## src/rtl/csi_raw_unpack.sv

```systemverilog
// -----------------------------------------------------------------------------
// csi_raw_unpack
//
// Converts CSI-2 RAW payload bytes from the lane aligner into beats of four
// pixels for the ISP. The RAW format (RAW8/10/12/14) is chosen per line. The
// block latches it while idle, so a mode change in the middle of a line only
// takes effect on the next line.
//
// Ports
//   clk, rst_n      : clock, asynchronous active-low reset
//   mode            : 0=RAW8 1=RAW10 2=RAW12 3=RAW14 (sampled only while idle)
//   in_vld          : all NUM_LANE bytes of in_data are valid
//   in_data         : payload bytes, lane 0 ([7:0]) is the earliest
//   in_line_end     : one-cycle pulse marking the end of a line's payload
//   err_clr         : clears err_align (a simultaneous set wins)
//   pix_vld         : pix_data holds four valid pixels
//   pix_data        : pixel 0 (earliest) in [PIX_W-1:0], right-aligned
//   pix_line_end    : one-cycle pulse after the last beat of a line
//   err_align       : sticky; line had residual bytes, or data came in FLUSH
// -----------------------------------------------------------------------------
module csi_raw_unpack #(
  parameter int NUM_LANE  = 2,
  parameter int PIX_W     = 14,
  parameter int BUF_BYTES = 16
) (
  input  logic                  clk,
  input  logic                  rst_n,
  input  logic [1:0]            mode,
  input  logic                  in_vld,
  input  logic [NUM_LANE*8-1:0] in_data,
  input  logic                  in_line_end,
  input  logic                  err_clr,
  output logic                  pix_vld,
  output logic [4*PIX_W-1:0]    pix_data,
  output logic                  pix_line_end,
  output logic                  err_align
);

  localparam int CW = $clog2(BUF_BYTES + 1);

  typedef enum logic [1:0] {S_IDLE, S_LINE, S_FLUSH, S_END} state_t;
  typedef enum logic [1:0] {RAW8, RAW10, RAW12, RAW14} raw_t;

  state_t               state_q, state_d;
  raw_t                 mode_q, mode_d;
  logic [CW-1:0]        cnt_q, cnt_d;
  logic [7:0]           buf_q [BUF_BYTES];
  logic [7:0]           buf_d [BUF_BYTES];
  logic                 pix_vld_q, pix_vld_d;
  logic [4*PIX_W-1:0]   pix_data_q, pix_data_d;
  logic                 pix_line_end_q, pix_line_end_d;
  logic                 err_q, err_d;

  logic [CW-1:0]        grp;      // bytes consumed per output beat
  logic                 fire;
  logic                 accept;
  logic                 err_set;
  logic [CW-1:0]        base;     // write position after this cycle's pop
  logic [13:0]          pix [4];

  // The four modes map to group sizes 4..7, one more byte per step.
  assign grp    = CW'(4) + CW'(mode_q);
  assign fire   = ((state_q == S_LINE) || (state_q == S_FLUSH)) && (cnt_q >= grp);
  assign accept = in_vld && ((state_q == S_IDLE) || (state_q == S_LINE));
  assign base   = cnt_q - (fire ? grp : '0);

  // ---------------------------------------------------------------------------
  // Line state machine: next state, mode latch, error set
  // ---------------------------------------------------------------------------
  always_comb begin
    // NOTE: every always_comb output gets a default first, so no path can
    // leave it unassigned and infer a latch.
    state_d        = state_q;
    mode_d         = mode_q;
    err_set        = 1'b0;
    pix_line_end_d = 1'b0;
    cnt_d          = base + (accept ? CW'(NUM_LANE) : '0);
    unique case (state_q)
      S_IDLE: begin
        mode_d = raw_t'(mode);
        if (in_vld && in_line_end)  state_d = S_FLUSH;
        else if (in_vld)            state_d = S_LINE;
        else if (in_line_end)       state_d = S_END;
      end
      S_LINE: begin
        if (in_line_end) state_d = S_FLUSH;
      end
      S_FLUSH: begin
        if (in_vld)       err_set = 1'b1;
        if (cnt_q < grp)  state_d = S_END;
      end
      S_END: begin
        pix_line_end_d = 1'b1;
        if (cnt_q != '0) err_set = 1'b1;
        cnt_d   = '0;
        state_d = S_IDLE;
      end
      default: state_d = S_IDLE;
    endcase
    err_d = err_set ? 1'b1 : (err_clr ? 1'b0 : err_q);
  end

  // ---------------------------------------------------------------------------
  // Byte accumulator: pop one group from the head when firing, then append the
  // incoming lanes right behind whatever remains.
  // ---------------------------------------------------------------------------
  always_comb begin
    for (int j = 0; j < BUF_BYTES; j++) begin
      buf_d[j] = buf_q[j];
      if (fire) begin
        buf_d[j] = '0;
        for (int s = 4; s <= 7; s++) begin
          if ((int'(grp) == s) && (j + s < BUF_BYTES))
            buf_d[j] = buf_q[(j + s < BUF_BYTES) ? j + s : 0];
        end
      end
      for (int l = 0; l < NUM_LANE; l++) begin
        if (accept && (j == int'(base) + l)) buf_d[j] = in_data[8*l +: 8];
      end
    end
  end

  // ---------------------------------------------------------------------------
  // Pixel extraction from the head of the accumulator
  // ---------------------------------------------------------------------------
  always_comb begin
    for (int i = 0; i < 4; i++) pix[i] = '0;
    unique case (mode_q)
      RAW8: begin
        for (int i = 0; i < 4; i++) pix[i] = {6'd0, buf_q[i]};
      end
      RAW10: begin
        for (int i = 0; i < 4; i++) pix[i] = {4'd0, buf_q[i], buf_q[4][2*i +: 2]};
      end
      RAW12: begin
        pix[0] = {2'd0, buf_q[0], buf_q[2][3:0]};
        pix[1] = {2'd0, buf_q[1], buf_q[2][7:4]};
        pix[2] = {2'd0, buf_q[3], buf_q[5][3:0]};
        pix[3] = {2'd0, buf_q[4], buf_q[5][7:4]};
      end
      RAW14: begin
        pix[0] = {buf_q[0], buf_q[4][5:0]};
        pix[1] = {buf_q[1], buf_q[5][3:0], buf_q[4][7:6]};
        pix[2] = {buf_q[2], buf_q[6][1:0], buf_q[5][7:4]};
        pix[3] = {buf_q[3], buf_q[6][7:2]};
      end
      default: ;
    endcase
    pix_vld_d  = fire;
    pix_data_d = pix_data_q;
    if (fire) begin
      for (int i = 0; i < 4; i++) pix_data_d[i*PIX_W +: PIX_W] = PIX_W'(pix[i]);
    end
  end

  // ---------------------------------------------------------------------------
  // State registers
  // ---------------------------------------------------------------------------
  // NOTE: sequential state uses non-blocking assignments only, so every flop
  // samples the pre-edge value regardless of block ordering.
  always_ff @(posedge clk or negedge rst_n) begin
    if (!rst_n) begin
      state_q        <= S_IDLE;
      mode_q         <= RAW8;
      cnt_q          <= '0;
      pix_vld_q      <= 1'b0;
      pix_data_q     <= '0;
      pix_line_end_q <= 1'b0;
      err_q          <= 1'b0;
      // NOTE: the byte buffer is reset as well. It is small, and a mid-line
      // reset must leave no stale payload behind.
      for (int j = 0; j < BUF_BYTES; j++) buf_q[j] <= '0;
    end else begin
      state_q        <= state_d;
      mode_q         <= mode_d;
      cnt_q          <= cnt_d;
      pix_vld_q      <= pix_vld_d;
      pix_data_q     <= pix_data_d;
      pix_line_end_q <= pix_line_end_d;
      err_q          <= err_d;
      for (int j = 0; j < BUF_BYTES; j++) buf_q[j] <= buf_d[j];
    end
  end

  assign pix_vld      = pix_vld_q;
  assign pix_data     = pix_data_q;
  assign pix_line_end = pix_line_end_q;
  assign err_align    = err_q;

endmodule
```

## config.mk

```make
export PLATFORM = sky130hd
export DESIGN_NAME = csi_raw_unpack
export DESIGN_NICKNAME = d
export VERILOG_FILES = /design/src/rtl/csi_raw_unpack.sv
export SDC_FILE = /design/constraint.sdc
export NUM_CORES = 1
export LEC_CHECK = 0
export ABC_AREA = 1
export BUFFER_PORTS_ARGS = -buffer_cell sky130_fd_sc_hd__buf_2
export CAP_MARGIN = 25
export CORE_MARGIN = 1.5
export CORE_UTILIZATION = 45
export DETAILED_ROUTE_END_ITERATION = 6
export HOLD_SLACK_MARGIN = 0.12
export PLACE_DENSITY = 0.69
export SYNTH_ARGS = -nofsm -noshare
export SYNTH_HDL_FRONTEND = slang
export SYNTH_SLANG_ARGS = --single-unit
export TNS_END_PERCENT = 30
```

## constraint.sdc

```tcl
create_clock -name clk -period 11.4 [get_ports clk]
set_clock_uncertainty 0.1 [all_clocks]
set_input_delay 0 -clock clk [delete_from_list [all_inputs] [get_ports clk]]
set_output_delay 0 -clock clk [all_outputs]
set_load 0.005 [all_outputs]
```

==> Word level (Yosys, flattened, before mapping) <==
Cells that the tools add are included.
{ "word_totals": {"register_bits": 196, "in_bits": 23, "out_inout_bits": 59, "word_cells": 235} }
{ "op_classes": {"eq_ne": 43, "mux": 103, "addsub": 4, "reduce_logical": 60, "n_lt_le_gt_ge": 2} }
{ "op_table": {"columns": ["cell", "n"], "rows": [
  ["$mux W8", 87],
  ["$eq A5 B32 Y1 const A", 7],
  ["$pmux W56 S4", 1],
  ["$eq A4 B32 Y1 const A", 4],
  ["$eq A3 B32 Y1 const A", 2],
  ["$logic_not A32 Y1", 2],
  ["$reduce_bool A3 Y1", 16],
  ["$eq A5 B5 Y1 const A", 8],
  ["$logic_and A1 B1 Y1", 35],
  ["$eq A2 B32 Y1 const A", 1],
  ["$eq A4 B5 Y1 const A", 4],
  ["$eq A4 B3 Y1 const B", 4],
  ["$mux W2", 6],
  ["$eq A3 B5 Y1 const A", 2],
  ["$eq A2 B2 Y1 const B", 4],
  ["$pmux W2 S4", 1],
  ["$add A5 B1 Y6 const B", 1],
  ["$eq A4 B6 Y1 const A", 1],
  ["$add A5 B2 Y5", 1],
  ["$eq A2 B5 Y1 const A", 1],
  ["$ge A5 B4 Y1", 1],
  ["$lt A5 B4 Y1", 1],
  ["$mux W1", 5],
  ["$mux W5", 1],
  ["other kinds (13)", 16]
]} }

==> Longest topological paths before layout <==
{ "depth": {"depth_word": 9, "depth_mapped": 29, "ltp_nobuf": 24} }

==> Worst setup path after synthesis <==
OpenSTA, ideal clock, no wires.
{ "synth_timing": {"kind": "flip-flop to flip-flop", "startpoint": "register mode_q[1]", "endpoint": "register buf_q[122] in the netlist's numbering", "t_required_ps": 11176, "path_slack_ps": 6815, "n_path_buf": 5, "setup_time_ps": 124, "arrival_time_ps": 4361, "path_stages_with_launch": 29, "cell_sequence": "dfrtp_1 -> buf_2 -> clkinv_1 -> ha_1 -> nand2_1 -> nor2_1 -> nor2_1 -> o21ai_0 -> nand2_2 -> clkbuf_1 -> buf_1 -> nor2_1 -> ha_1 -> inv_1 -> fa_1 -> nand2_1 -> nand2_1 -> nand2_1 -> nand2_2 -> buf_2 -> ha_1 -> buf_2 -> nand3_1 -> nor2_2 -> inv_2 -> nand3_4 -> inv_2 -> nand2_1 -> nand3_1"} }
{ "synth_between": {"elab_chain_cells": 9} }
{ "synth_rtl": {"columns": ["element", "line_no", "text"], "rows": [
  ["from (decl)", "45", "raw_t mode_q, mode_d;"],
  ["from (signal assigned)", "175", "mode_q <= mode_d;"],
  ["$add A3 B2 Y4 *", "62", "assign grp = CW'(4) + CW'(mode_q);"],
  ["$ge A5 B4 Y1 / $eq A4 B3 Y1 (equally long branches)", null, null],
  ["$logic_and A1 B1 Y1 / $mux W8 (equally long branches)", "63, 113", null],
  ["$mux W4 / $mux W8 (equally long branches)", "65, 113", null],
  ["$sub A5 B4 Y5 / $mux W8 (equally long branches)", "65, 113", null],
  ["$add A5 B1 Y6 (tied with other cells)", "118", "if (accept && (j == int'(base) + l)) buf_d[j] = in_data[8*l +: 8];"],
  ["$logic_not A32 Y1 (tied with other cells)", "118", null],
  ["$logic_and A1 B1 Y1 / $mux W8 (equally long branches)", "118", null],
  ["$reduce_bool A3 Y1 (no source line) / $mux W8 (equally long branches)", null, null],
  ["to (decl)", "47", "logic [7:0] buf_q [BUF_BYTES];"]
]} }
Every way passes the cells marked *; elsewhere a longest branch is shown, timed or not. The select of a mux whose other input is x is not followed.
A chain may end at the register's enable or synchronous reset.

==> Worst setup path after layout <==
{ "layout_timing": {"startpoint": "register mode_q[1]", "endpoint": "register buf_q[26] in the netlist's numbering"} }
{ "layout_between": {"elab_chain_cells": 9} }
{ "layout_rtl": {"columns": ["element", "line_no", "text"], "rows": [
  ["$add A3 B2 Y4 *", "62", null],
  ["$ge A5 B4 Y1", "63", "assign fire = ((state_q == S_LINE) || (state_q == S_FLUSH)) && (cnt_q >= grp);"],
  ["$logic_and A1 B1 Y1", "63", null],
  ["$mux W4", "65", "assign base = cnt_q - (fire ? grp : '0);"],
  ["$sub A5 B4 Y5", "65", null],
  ["$add A5 B1 Y6 / $eq A5 B5 Y1 (equally long branches)", "118", null],
  ["$eq A5 B32 Y1 / $logic_and A1 B1 Y1 (equally long branches)", "118", null],
  ["$logic_and A1 B1 Y1 / $mux W8 (equally long branches)", "118", null],
  ["$reduce_bool A3 Y1 (no source line) / $mux W8 (equally long branches)", null, null]
]} }
Every way passes the cells marked *; elsewhere a longest branch is shown, timed or not.

==> impl_metrics.env <==
export IMPL_p_comb_share_pct=65.3
export IMPL_p_clk_share_pct=11.5
export IMPL_port_buffers=81
export IMPL_grt_total_usage_pct=37.1
export IMPL_worstSetupEndpointType="flop"
export IMPL_ctsHoldBuffers=34
export IMPL_finalWeightedCongestion=0.983
export IMPL_routed_wirelength_mm=57.0
export IMPL_path_clk_slew_ns=0.08
export IMPL_synth_seq_cells=196
export IMPL_switching_share_pct=58.5
export IMPL_clock_sinks=196
export IMPL_multi_input_area_um2=7460
export IMPL_fin_crit_sh_pct=57.0
export IMPL_num_vias=15300
export IMPL_vias_per_cell=6.06
export IMPL_grt_overflow=0
export IMPL_cap_violations=0
export IMPL_dieArea_um2=31200
export IMPL_cts_made_buffers=17
export IMPL_synth_top_area_share_pct=36.1
export IMPL_grt_pass1_wl_mm=87.5
export IMPL_clock_latency_ns=0.46
export IMPL_slew_viol_final=0
export IMPL_htree_levels=4
export IMPL_rsz0062_at_grt="no"
export IMPL_drc=1
export IMPL_slew_headroom_pct=32.1
export IMPL_n_fill_cell=3092
export IMPL_fmax_ghz=0.154
export IMPL_p_int_mw=2.33
export IMPL_syn_inst=2077
export IMPL_power_density_nw_per_um2=371
export IMPL_cts_tree="built"
export IMPL_first_iter_violations=2179
export IMPL_netlist_area_um2=13600
export IMPL_sequentialPowerShare_pct=23.3
export IMPL_die_x_um=177
export IMPL_critical_path_startpoint="mode_q[1]"
export IMPL_r2r_end="buf_q[26]"
export IMPL_syn2layout_area_growth_pct=11.2
export IMPL_power_switching_mw=3.28
export IMPL_timing_hold_ws_ns=0.104
export IMPL_ys_seq_area_share_pct=36.1
export IMPL_r2r_slack_ns=4.90
export IMPL_ys_flop_type="dfrtp_1"
export IMPL_async_flop_share_pct=100
export IMPL_grt_max_degree=88
export IMPL_ys_types=42
export IMPL_cts_buffer_depth=2
export IMPL_finalSetupTns_ns=0
export IMPL_antenna_left=0
export IMPL_outcome="finished, violations left"
export IMPL_hold_viol=0
export IMPL_cp_arrival_ns=6.73
export IMPL_synth_edf_count=0
export IMPL_synth_most_common_cell="nand2_1"
export IMPL_path_class="reg -> reg"
export IMPL_regArea_um2=4900
export IMPL_hp_class="in -> async"
export IMPL_syn_area_per_cell_um2=6.54
export IMPL_netlist_top_cells_area="dfrtp_1 36%, nand2_1 22%, nand3_1 8.0%, o21ai_0 5.3%, inv_1 5.0%"
export IMPL_rr_worst_depth=22
export IMPL_layout_drive_gt1_share_pct=8.95
export IMPL_crit_path_start_kind="flop"
export IMPL_nNetsFinal=2158
export IMPL_failed_checks="design-rule violations"
export IMPL_synth_nets=2113
export IMPL_io_pins=82
export IMPL_cts_resized=0
export IMPL_grt_pass1_vias=14400
export IMPL_fp_row_count=63
export IMPL_ir_worst_vdd_mv=0.220
export IMPL_yosysTopAreaCell="dfrtp_1"
export IMPL_core_area_um2=29600
export IMPL_dieHeight_um=177
export IMPL_grt_antenna_before_repair=1
export IMPL_wire_per_inst_um=22.6
export IMPL_yosys_warnings=0
export IMPL_floorplan_initialDensity_pct=45.8
export IMPL_setup_viol=0
export IMPL_fin_crit_ns=6.50
export IMPL_rr_startpoint="mode_q[1]"
export IMPL_place_hpwl_mm=39.5
export IMPL_cts_setup_buffers=0
export IMPL_root_buffer="clkbuf_16"
export IMPL_p_leak_nw=7.40
export IMPL_drtPass1Iterations=7
export IMPL_cp_endpoint="buf_q[26]"
export IMPL_worst_ep_required_time_ns=11.64
export IMPL_tightest_slew_ns=1.01
export IMPL_ys_top_cells_by_count="783 x nand2_1, 217 x nand3_1, 196 x dfrtp_1, 181 x inv_1, 144 x o21ai_0"
export IMPL_critPathMaxFanout=87
[cell families after synthesis]
family	count (synthesis)	synth area share, %
AO/OA/AOI/OAI	365	16.0
adder cells (fa/ha/maj)	13	1.25
buffers and inverters	309	9.14
AND/OR/NAND/NOR	1192	37.3
flip-flops	196	36.1
XOR/XNOR	2	0.267
[layout by cell type (no fill, tap or decap), types with 7 or more instances in the layout]
cell and n:
nand2_1 780, nand4_1 27, inv_2 15, inv_1 181
buf_4 17, o21ai_1 7, nor2_2 9, nor2_4 7
nor2_1 115, dlygate4sd3_1 33, o221ai_1 19, o2111ai_1 27
o22ai_1 60, a21oi_1 77, ha_1 12, buf_2 80
o21ai_0 144, nand2_2 10, clkbuf_16 17, nand3_1 217
o211ai_1 9, o31ai_1 8, dfrtp_1 196
[flip-flops by register name, indices dropped and copies added (netlist names)]
signal,flops
buf_q,128
cnt_q,5
err_align,1
mode_q,2
pix_data,56
pix_line_end,1
pix_vld,1
state_q,2
[power groups by stage]
stage	Sequential, mW	Combinational (mW)	Clock [mW]
floorplan	1.19	2.55	0
global placement	1.29	3.48	0
detailed placement	1.30	3.51	0
CTS	1.28	3.56	0.638
global route	1.33	3.99	0.670
finish	1.30	3.66	0.643
[critical path, cell delays in order, from the launching register on]
cell,delay [ns]
dfrtp_1,0.48
clkinv_1,0.33
ha_1,0.38
nand2_1,0.08
nor2_1,0.06
nor2_1,0.09
o21ai_0,0.14
nand2_4,0.25
buf_4,0.69
clkinv_1,0.20
nand2_1,0.23
ha_1,0.29
nand3_1,0.12
nand3_1,0.09
nand2_1,0.36
nor2_1,0.09
ha_1,0.55
nand2_4,0.11
inv_4,0.39
nand3_1,0.45
nand3_1,0.19
nand3_1,0.09
dlygate4sd3_1,0.58
[final cells by class]
class,count,area share (%)
Inverter,203,5.08
Sequential cell,196,32.5
Antenna cell,1,0.0166
Clock buffer,20,2.96
Multi-Input combinational cell,1572,49.4
Tap cell,390,3.23
Timing Repair Buffer,132,5.95
Clock inverter,11,0.952
[metal layers]
layer  wire length [µm]  up-vias  share of wire (%)  global-route usage, %
li1                   -     6937                  -                      -
met1              22400     7108                 39                   49.1
met2              24900     1016                 44                   56.6
met3               5980      243                 10                   5.88
met4               3730        0                6.5                   23.5
met5                  0        -                  0                      0
[how the worst min path moves through the flow]
stage                     start           end  slack, ns  depth (start not counted)
after detailed placement  rst_n   pix_data[8]     -0.005                          1
final                     rst_n   pix_data[8]       0.10                          3
after global placement    rst_n       pix_vld      -0.02                          1
after floorplan           rst_n      buf_q[0]      -0.40                          0
after CTS                 rst_n   pix_data[8]       0.13                          3
after global routing      rst_n  pix_data[39]       0.13                          3
[through the flow]
stage               instances  utilization (%)  power, mW  instance area, µm²  worst slack (ns)
detailed placement       2459             47.8       4.81               14200              5.45
floorplan                2077                -       3.74               13600              6.81
CTS                      2524             51.0       5.48               15100              4.92
global route             2525             51.0       5.99               15100              4.56
global placement         2459             47.8       4.77               14200              5.65
finish                   2525             51.0       5.60               15100              4.90
No activity file was read; power rests on OpenSTA's default activity.
